[config.mk]
export PLATFORM = sky130hd
export DESIGN_NAME = clk_enable_gen
export DESIGN_NICKNAME = d
export VERILOG_FILES = /design/src/rtl/clk_enable_gen.sv
export SDC_FILE = /design/constraint.sdc
export NUM_CORES = 1
export LEC_CHECK = 0
export ABC_AREA = 1
export BUFFER_PORTS_ARGS = -buffer_cell sky130_fd_sc_hd__clkbuf_2
export CAP_MARGIN = 20
export CORE_MARGIN = 2
export CORE_UTILIZATION = 35
export CTS_BUF_LIST = sky130_fd_sc_hd__clkbuf_4
export DETAILED_ROUTE_END_ITERATION = 8
export SLEW_MARGIN = 20
export SYNTH_ARGS = -nofsm -noshare
export SYNTH_HDL_FRONTEND = slang
export SYNTH_SLANG_ARGS = --single-unit
export TNS_END_PERCENT = 5
[constraint.sdc]
create_clock -name clk -period 2.26 [get_ports clk]
set_input_delay 0.226 -clock clk [delete_from_list [all_inputs] [get_ports clk]]
set_output_delay 0.226 -clock clk [all_outputs]
set_load 0.005 [all_outputs]
[src/rtl/clk_enable_gen.sv]
// rtl/clk_enable_gen.sv - multi-channel fractional clock-enable generator with phase offsets and lock
module clk_enable_gen #(
  parameter int                NUM_CH      = 4,
  parameter int                ACC_W       = 24,
  parameter logic [ACC_W-1:0]  DEF_INC     = 24'h14B0C6,
  parameter int                LOCK_CYCLES = 16,
  localparam int               CH_W        = (NUM_CH > 1) ? $clog2(NUM_CH) : 1
) (
  input  logic              clk,
  input  logic              reset_n,
  input  logic              cfg_we,
  input  logic [CH_W-1:0]   cfg_ch,
  input  logic              cfg_sel,
  input  logic [ACC_W-1:0]  cfg_data,
  input  logic              sync_req,
  output logic [NUM_CH-1:0] ce,
  output logic [NUM_CH-1:0] sq,
  output logic              locked
);

  localparam int              CNT_W    = (LOCK_CYCLES > 1) ? $clog2(LOCK_CYCLES) : 1;
  localparam logic [CNT_W-1:0] CNT_LAST = CNT_W'(LOCK_CYCLES - 1);

  typedef enum logic {LOCKING = 1'b0, RUN = 1'b1} state_t;

  state_t             state_q, state_d;
  logic [CNT_W-1:0]   cnt_q, cnt_d;

  logic [ACC_W-1:0]   inc_q   [NUM_CH];
  logic [ACC_W-1:0]   phase_q [NUM_CH];
  logic [ACC_W-1:0]   acc_q   [NUM_CH];
  logic [ACC_W:0]     sum     [NUM_CH];
  logic [NUM_CH-1:0]  carry_q;
  logic [NUM_CH-1:0]  ce_q;
  logic [NUM_CH-1:0]  sq_q;

  assign ce     = ce_q;
  assign sq     = sq_q;
  assign locked = (state_q == RUN);

  // Lock state and settle counter registers.
  always_ff @(posedge clk or negedge reset_n) begin
    if (!reset_n) begin
      state_q <= LOCKING;
      cnt_q   <= '0;
    end else begin
      state_q <= state_d;
      cnt_q   <= cnt_d;
    end
  end

  // Next state: sync_req always forces a fresh settle period; otherwise count out LOCK_CYCLES.
  always_comb begin
    state_d = state_q;
    cnt_d   = cnt_q;
    if (sync_req) begin
      state_d = LOCKING;
      cnt_d   = '0;
    end else begin
      case (state_q)
        LOCKING: begin
          if (cnt_q == CNT_LAST) begin
            state_d = RUN;
            cnt_d   = '0;
          end else begin
            cnt_d = cnt_q + CNT_W'(1);
          end
        end
        RUN:     state_d = RUN;
        default: state_d = LOCKING;
      endcase
    end
  end

  // Per-channel config registers; phase only takes effect at the next sync reload.
  always_ff @(posedge clk or negedge reset_n) begin
    if (!reset_n) begin
      for (int i = 0; i < NUM_CH; i++) begin
        inc_q[i]   <= DEF_INC;
        phase_q[i] <= '0;
      end
    end else if (cfg_we) begin
      for (int i = 0; i < NUM_CH; i++) begin
        if (cfg_ch == CH_W'(i)) begin
          if (cfg_sel) phase_q[i] <= cfg_data;
          else         inc_q[i]   <= cfg_data;
        end
      end
    end
  end

  // Wide add per channel; the extra bit is the wrap carry that becomes the enable.
  always_comb begin
    for (int i = 0; i < NUM_CH; i++) begin
      sum[i] = {1'b0, acc_q[i]} + {1'b0, inc_q[i]};
    end
  end

  // Accumulators and outputs: reload on sync, free-run in RUN, hold quiet while locking.
  always_ff @(posedge clk or negedge reset_n) begin
    if (!reset_n) begin
      for (int i = 0; i < NUM_CH; i++) begin
        acc_q[i] <= '0;
      end
      carry_q <= '0;
      ce_q    <= '0;
      sq_q    <= '0;
    end else begin
      for (int i = 0; i < NUM_CH; i++) begin
        if (sync_req) begin
          acc_q[i]   <= phase_q[i];
          carry_q[i] <= 1'b0;
          ce_q[i]    <= 1'b0;
          sq_q[i]    <= 1'b0;
        end else if (state_q == RUN) begin
          acc_q[i]   <= sum[i][ACC_W-1:0];
          carry_q[i] <= sum[i][ACC_W];
          ce_q[i]    <= carry_q[i];
          sq_q[i]    <= acc_q[i][ACC_W-1];
        end else begin
          carry_q[i] <= 1'b0;
          ce_q[i]    <= 1'b0;
          sq_q[i]    <= 1'b0;
        end
      end
    end
  end

endmodule

* Word level (Yosys, flattened, before mapping)
Cells that the tools add are included.
** Word-level totals
- Bits in registers :: 305
- Bits in latches :: 0
- Bits in writable memories :: 0
- Bits in read-only memories :: 0
- Input port bits :: 31
- Logic and storage cells :: 77
- Memories :: 0
** Operators by class
- $add $sub $neg :: 5
- $mul :: 0
- Divide/modulo/power cells :: 0
- $lt $le $gt $ge :: 0
- Equal/unequal tests :: 5
- Shifts and indexed selects :: 0
- Multiplexer cells :: 38
- Bitwise gates (word level) :: 2
- Reductions and logical operators :: 10
** Operator list (number)
- $mux W24 :: 8
- $add A24 B24 Y25 :: 4
- $mux W1 :: 26
- $reduce_and A3 Y1 :: 8
- $mux W4 :: 3
- $add A4 B1 Y4 const B :: 1
- $eq A2 B2 Y1 const B :: 2
- $eq A4 B4 Y1 const B :: 1
- $eq A2 B1 Y1 const B :: 1
- $logic_not A2 Y1 :: 1
- $ne A2 B2 Y1 const B :: 1
- $not A1 Y1 :: 2
- $pmux W1 S2 :: 1
- $reduce_bool A2 Y1 :: 1

* Logic depth before layout (Yosys ltp)
- Word-level depth :: 4
- Mapped depth :: 13

* Least setup slack after synthesis
Ideal clock, no wire load.
- Path kind :: register to register
- Start :: register inc_q[25] (netlist name)
- End :: register acc_q[36] (netlist name)
- Arrival :: 1.760 ns
- Setup slack :: 0.379 ns
- Stages on the path, launching flop included :: 13
- Period minus slack after synthesis :: 1.881 ns
- Path through :: dfstp_2 > inv_1 > fa_1 > inv_1 > nand3_1 > nand3_1 > nand2_1 > nand3_1 > nand2_1 > nand2_1 > nand2_1 > nand3_1 > nand2_1
** Between the ends
- Cells in the longest elaborated chain, start to end :: 3
** Ends and longest elaborated chain
- from (decl) :: RTL line 29 : logic [ACC_W-1:0] inc_q [NUM_CH];
- from (signal, indexed assignment) :: RTL line 86 : else inc_q[i] <= cfg_data;
- $add A24 B24 Y25 :: RTL line 95 : sum[i] = {1'b0, acc_q[i]} + {1'b0, inc_q[i]};
- $mux W24 :: RTL line 115 : end else if (state_q == RUN) begin
- $mux W24 :: RTL line 110 : if (sync_req) begin
- to (signal, indexed assignment) :: RTL line 111 : acc_q[i] <= phase_q[i];
- to (signal, indexed assignment) :: RTL line 116 : acc_q[i] <= sum[i][ACC_W-1:0];
- to (decl) :: RTL line 31 : logic [ACC_W-1:0] acc_q [NUM_CH];
No other way between the ends. The select of a mux whose other input is x is not followed.
A chain may end at the register's enable or synchronous reset.

* Worst setup path after layout
- Start :: register inc_q[1] (netlist name)
- End :: register acc_q[12] (netlist name)
The elaborated chain is that of the path after synthesis.

==> results.sh <==
export IMPL_detail_route_iter0_violations=988
export IMPL_routed_wire_length_microns=54200
export IMPL_per_cell_routed_wire_length_microns=16.0
export IMPL_cellPowerDensity_nw_per_um2=882
export IMPL_synth_distinct_cells=34
export IMPL_finalClockSkew_ns=0.0596
export IMPL_power_report_internal_total_mw=11.4
export IMPL_die_w_microns=233
export IMPL_share_clk_of_total_power_pct=28.3
export IMPL_via_count_of_the_first_global_routing_pass=16400
export IMPL_critical_path_startpoint_type="flop"
export IMPL_synthesis_instances=2540
export IMPL_post_synth_cell_area_avg_sq_um=7.21
export IMPL_timing_final_crit_period_ns=2.10
export IMPL_maxCapViolCount=0
export IMPL_max_slew_headroom_at_the_worst_pin_pct=54.1
export IMPL_grt_remaining_overflow=0
export IMPL_filler_cell_count=5466
export IMPL_globalRouteTotalUtil_pct=20.8
export IMPL_cts_htree_levels=3
export IMPL_seq_power_share_pct=39.0
export IMPL_start_util_pct=35.6
export IMPL_cts_reportedPaths_clkPinSlew_ns=0.06
export IMPL_grt_start_max_net_pins=90
export IMPL_worst_setup_path_type="reg2reg"
export IMPL_insertion_delay_ns=0.80
export IMPL_placementRows=83
export IMPL_core_area_sq_um=51500
export IMPL_setup_viol=0
export IMPL_final_net_count=2774
export IMPL_die_height_microns=233
export IMPL_design_die_area_sq_um=54200
export IMPL_port_buffers=39
export IMPL_synthDominantCellAreaShare_pct=36.7
export IMPL_post_route_util_pct=40.2
export IMPL_whs_path_depth=3
export IMPL_synthXorXnorAreaFrac_pct=1.20
export IMPL_min_delay_path_class="in2reg"
export IMPL_crit_path_max_fanout=3
export IMPL_holdCritStartpoint="cfg_data[9]"
export IMPL_dp_final_hpwl_microns=37300
export IMPL_reg2regPathDepth=10
export IMPL_fraction_of_the_mapped_netlist_area_in_compound_gates_pct=12.0
export IMPL_antenna_found_initial=5
export IMPL_multi_input_comb_area_sq_um=8960
export IMPL_cts_tree="built"
export IMPL_critPathArrivalTime_ns=2.79
export IMPL_r2r_setup_slack_ns=0.16
export IMPL_drtPass1Iterations=5
export IMPL_post_synth_mux_area_share_pct=0
export IMPL_swShare_pct=37.8
export IMPL_dpl_worst_slack_ns=0.172
export IMPL_final_max_slew_viol_count=0
export IMPL_power_ir_vdd_worst_mv=0.533
export IMPL_postSynthRegisterBits=305
export IMPL_register_area_sq_um=7680
export IMPL_number_of_clock_sinks=305
export IMPL_timing_final_ws_setup_ns=0.157
export IMPL_grt_pass1_wl_microns=87900
export IMPL_ys_seq_area_share_pct=41.9
export IMPL_critical_path_required_ns=2.95
export IMPL_fin_setup_tns_ns=0
export IMPL_ioPinCount=40
export IMPL_layoutNonFillerInstCount=3395
export IMPL_maximum_clock_rate_mhz=475
export IMPL_total_leakage_power_nw=11.1
export IMPL_rsz0062_at_grt="false"
export IMPL_power_net_switching_mw=6.89
export IMPL_synth_simple_gate_area_share_pct=28.6
export IMPL_inserted_clock_buffers=84
export IMPL_critical_path_reg2reg_startpoint="inc_q[1]"
export IMPL_layout_area_overhead_vs_synth_pct=12.9
export IMPL_proportion_of_layout_cells_with_a_drive_suffix_above_1_pct=10.1
export IMPL_syn_area_sq_um=18300
export IMPL_place_congestion=0.927
export IMPL_regToRegEndpoint="acc_q[12]"
export IMPL_drtAntennaViolNets=0
export IMPL_finalHoldViolations=0
export IMPL_timing_final_crit_share_pct=93.1
export IMPL_status="finished clean"
export IMPL_pwr_share_comb_pct=32.6
export IMPL_synth_top_cells_by_area="sky130_fd_sc_hd__dfrtp_1 37%, sky130_fd_sc_hd__nand2_1 19%, sky130_fd_sc_hd__inv_1 7.4%, sky130_fd_sc_hd__ha_1 6.6%, sky130_fd_sc_hd__o21ai_0 5.3%"
export IMPL_detail_route_vias_per_cell=4.90
export IMPL_clock_path_buffers=3
export IMPL_synth_area_leader_cell="sky130_fd_sc_hd__dfrtp_1"
export IMPL_hold_ws_ns=0.0575
export IMPL_drc_errors=0
export IMPL_worst_setup_path_end_kind="flop"
export IMPL_synthesis_nets=2672
export IMPL_worstMarginPinSlew_ns=0.687
export IMPL_min_to="inc_q[57]"
export IMPL_ys_warn_count=0
export IMPL_route_vias_total=16600
export IMPL_synth_top_family_by_area="simple AND/OR/NAND/NOR gates"
export IMPL_cts_repair_timing_setup_buffer_count=0
export IMPL_synth_adder_area_share_pct=7.06
export IMPL_placed_cells=3209
export IMPL_cts_root_buffer_cell="sky130_fd_sc_hd__clkbuf_4"
-- critical path, stage by stage (launching register included) --
cell and delay, ns:
sky130_fd_sc_hd__dfstp_2 0.55, sky130_fd_sc_hd__inv_1 0.06, sky130_fd_sc_hd__fa_1 0.45, sky130_fd_sc_hd__nor2_1 0.26
sky130_fd_sc_hd__nor2_1 0.14, sky130_fd_sc_hd__o21ai_2 0.21, sky130_fd_sc_hd__nand2_1 0.10, sky130_fd_sc_hd__nand2_1 0.08
sky130_fd_sc_hd__nand2_1 0.05, sky130_fd_sc_hd__nand3_1 0.06, sky130_fd_sc_hd__nand2_1 0.06
-- sequential cells by signal, indices dropped and copies added, names as in the netlist --
name,count
sq,4
ce,4
acc_q,96
phase_q,96
locked,1
cnt_q,4
carry_q,4
inc_q,96
-- power by group through the flow --
stage / clock [mW] / combinational, mW / sequential, mW
2_1_floorplan: 0 / 4.43 / 7.02
3_3_place_gp: 0 / 5.81 / 7.18
3_5_place_dp: 0 / 5.87 / 7.20
4_1_cts: 5.36 / 5.95 / 7.12
5_1_grt: 5.66 / 6.86 / 7.25
6_report: 5.17 / 5.96 / 7.13
-- how the worst max path moves through the flow --
stage | start | to | slack (ns) | cells past startpoint
floorplan | inc_q[25] | acc_q[36] | 0.38 | 12
global placement | inc_q[1] | acc_q[16] | 0.21 | 10
detailed placement | inc_q[1] | acc_q[12] | 0.17 | 10
CTS | inc_q[1] | acc_q[12] | 0.19 | 10
global route | inc_q[1] | acc_q[12] | 0.03 | 10
finish | inc_q[1] | acc_q[12] | 0.16 | 10
-- per-stage QoR --
step | total power, mW | instance area [sq um]
CTS | 18.4 | 20700
detailed placement | 13.1 | 19300
floorplan | 11.4 | 18300
global placement | 13.0 | 19300
finish | 18.3 | 20700
global route | 19.8 | 20700
-- cell usage after synthesis, drive strengths merged --
cell,number
xor2,9
xnor2,16
fa,4
ha,97
o211ai,12
nand4,20
a22o,3
inv,361
nor3,12
o21ai,206
o221ai,4
dfstp,36
clkbuf,29
nand3b,22
dfrtp,269
a22oi,67
nand3,132
nand2,926
buf,44
nor2,175
a21oi,90
o21bai,6
-- placed cells by master (no fill, tap or decap), drive strengths merged, types with 16 or more instances in the layout --
| cell | netlist | final |
|---|---|---|
| ha | 97 | 97 |
| nor2 | 175 | 175 |
| o21ai | 206 | 206 |
| a21oi | 90 | 90 |
| a22oi | 67 | 67 |
| clkbuf | 29 | 173 |
| dfstp | 36 | 36 |
| dlygate4sd3 | 0 | 26 |
| buf | 44 | 26 |
| xnor2 | 16 | 16 |
| nand3b | 22 | 22 |
| dfrtp | 269 | 269 |
| nand3 | 132 | 132 |
| inv | 361 | 363 |
| nand2 | 926 | 926 |
| nand4 | 20 | 20 |
-- cell type report --
type	count	area share, %
Inverter	361	6.55
Sequential cell	305	37.1
Multi-Input combinational cell	1801	43.3
Clock inverter	16	0.308
Timing Repair Buffer	89	3.62
Clock buffer	136	4.93
Antenna cell	7	0.0847
Tap cell	680	4.11
-- cell families (layout without fill, tap and decap cells) --
kind of cell / Yosys count / count (layout)
DFF: 305 / 305
xor gates and xnor gates: 25 / 25
AOI/OAI and AO/OA: 388 / 388
buffers and inverters: 434 / 602
and+or+nand+nor: 1287 / 1287
other: 0 / 7
adders and majority gates: 101 / 101
-- layer usage --
metal | vias up | wire length (microns) | track usage [%]
met4 | 0 | 1640 | 8.08
met5 | - | 0 | 0
met1 | 7782 | 25800 | 28.7
met3 | 108 | 3350 | 3.88
li1 | 8325 | - | -
met2 | 410 | 23400 | 32.0
-- what timing repair did --
item | 4_1_cts | 5_1_grt
gates resized for setup | 0 | 0
hold buffers | 27 | 0
endpoints found under the hold margin | 406 | 0
Note: power is estimated with default switching activity, not from simulation.
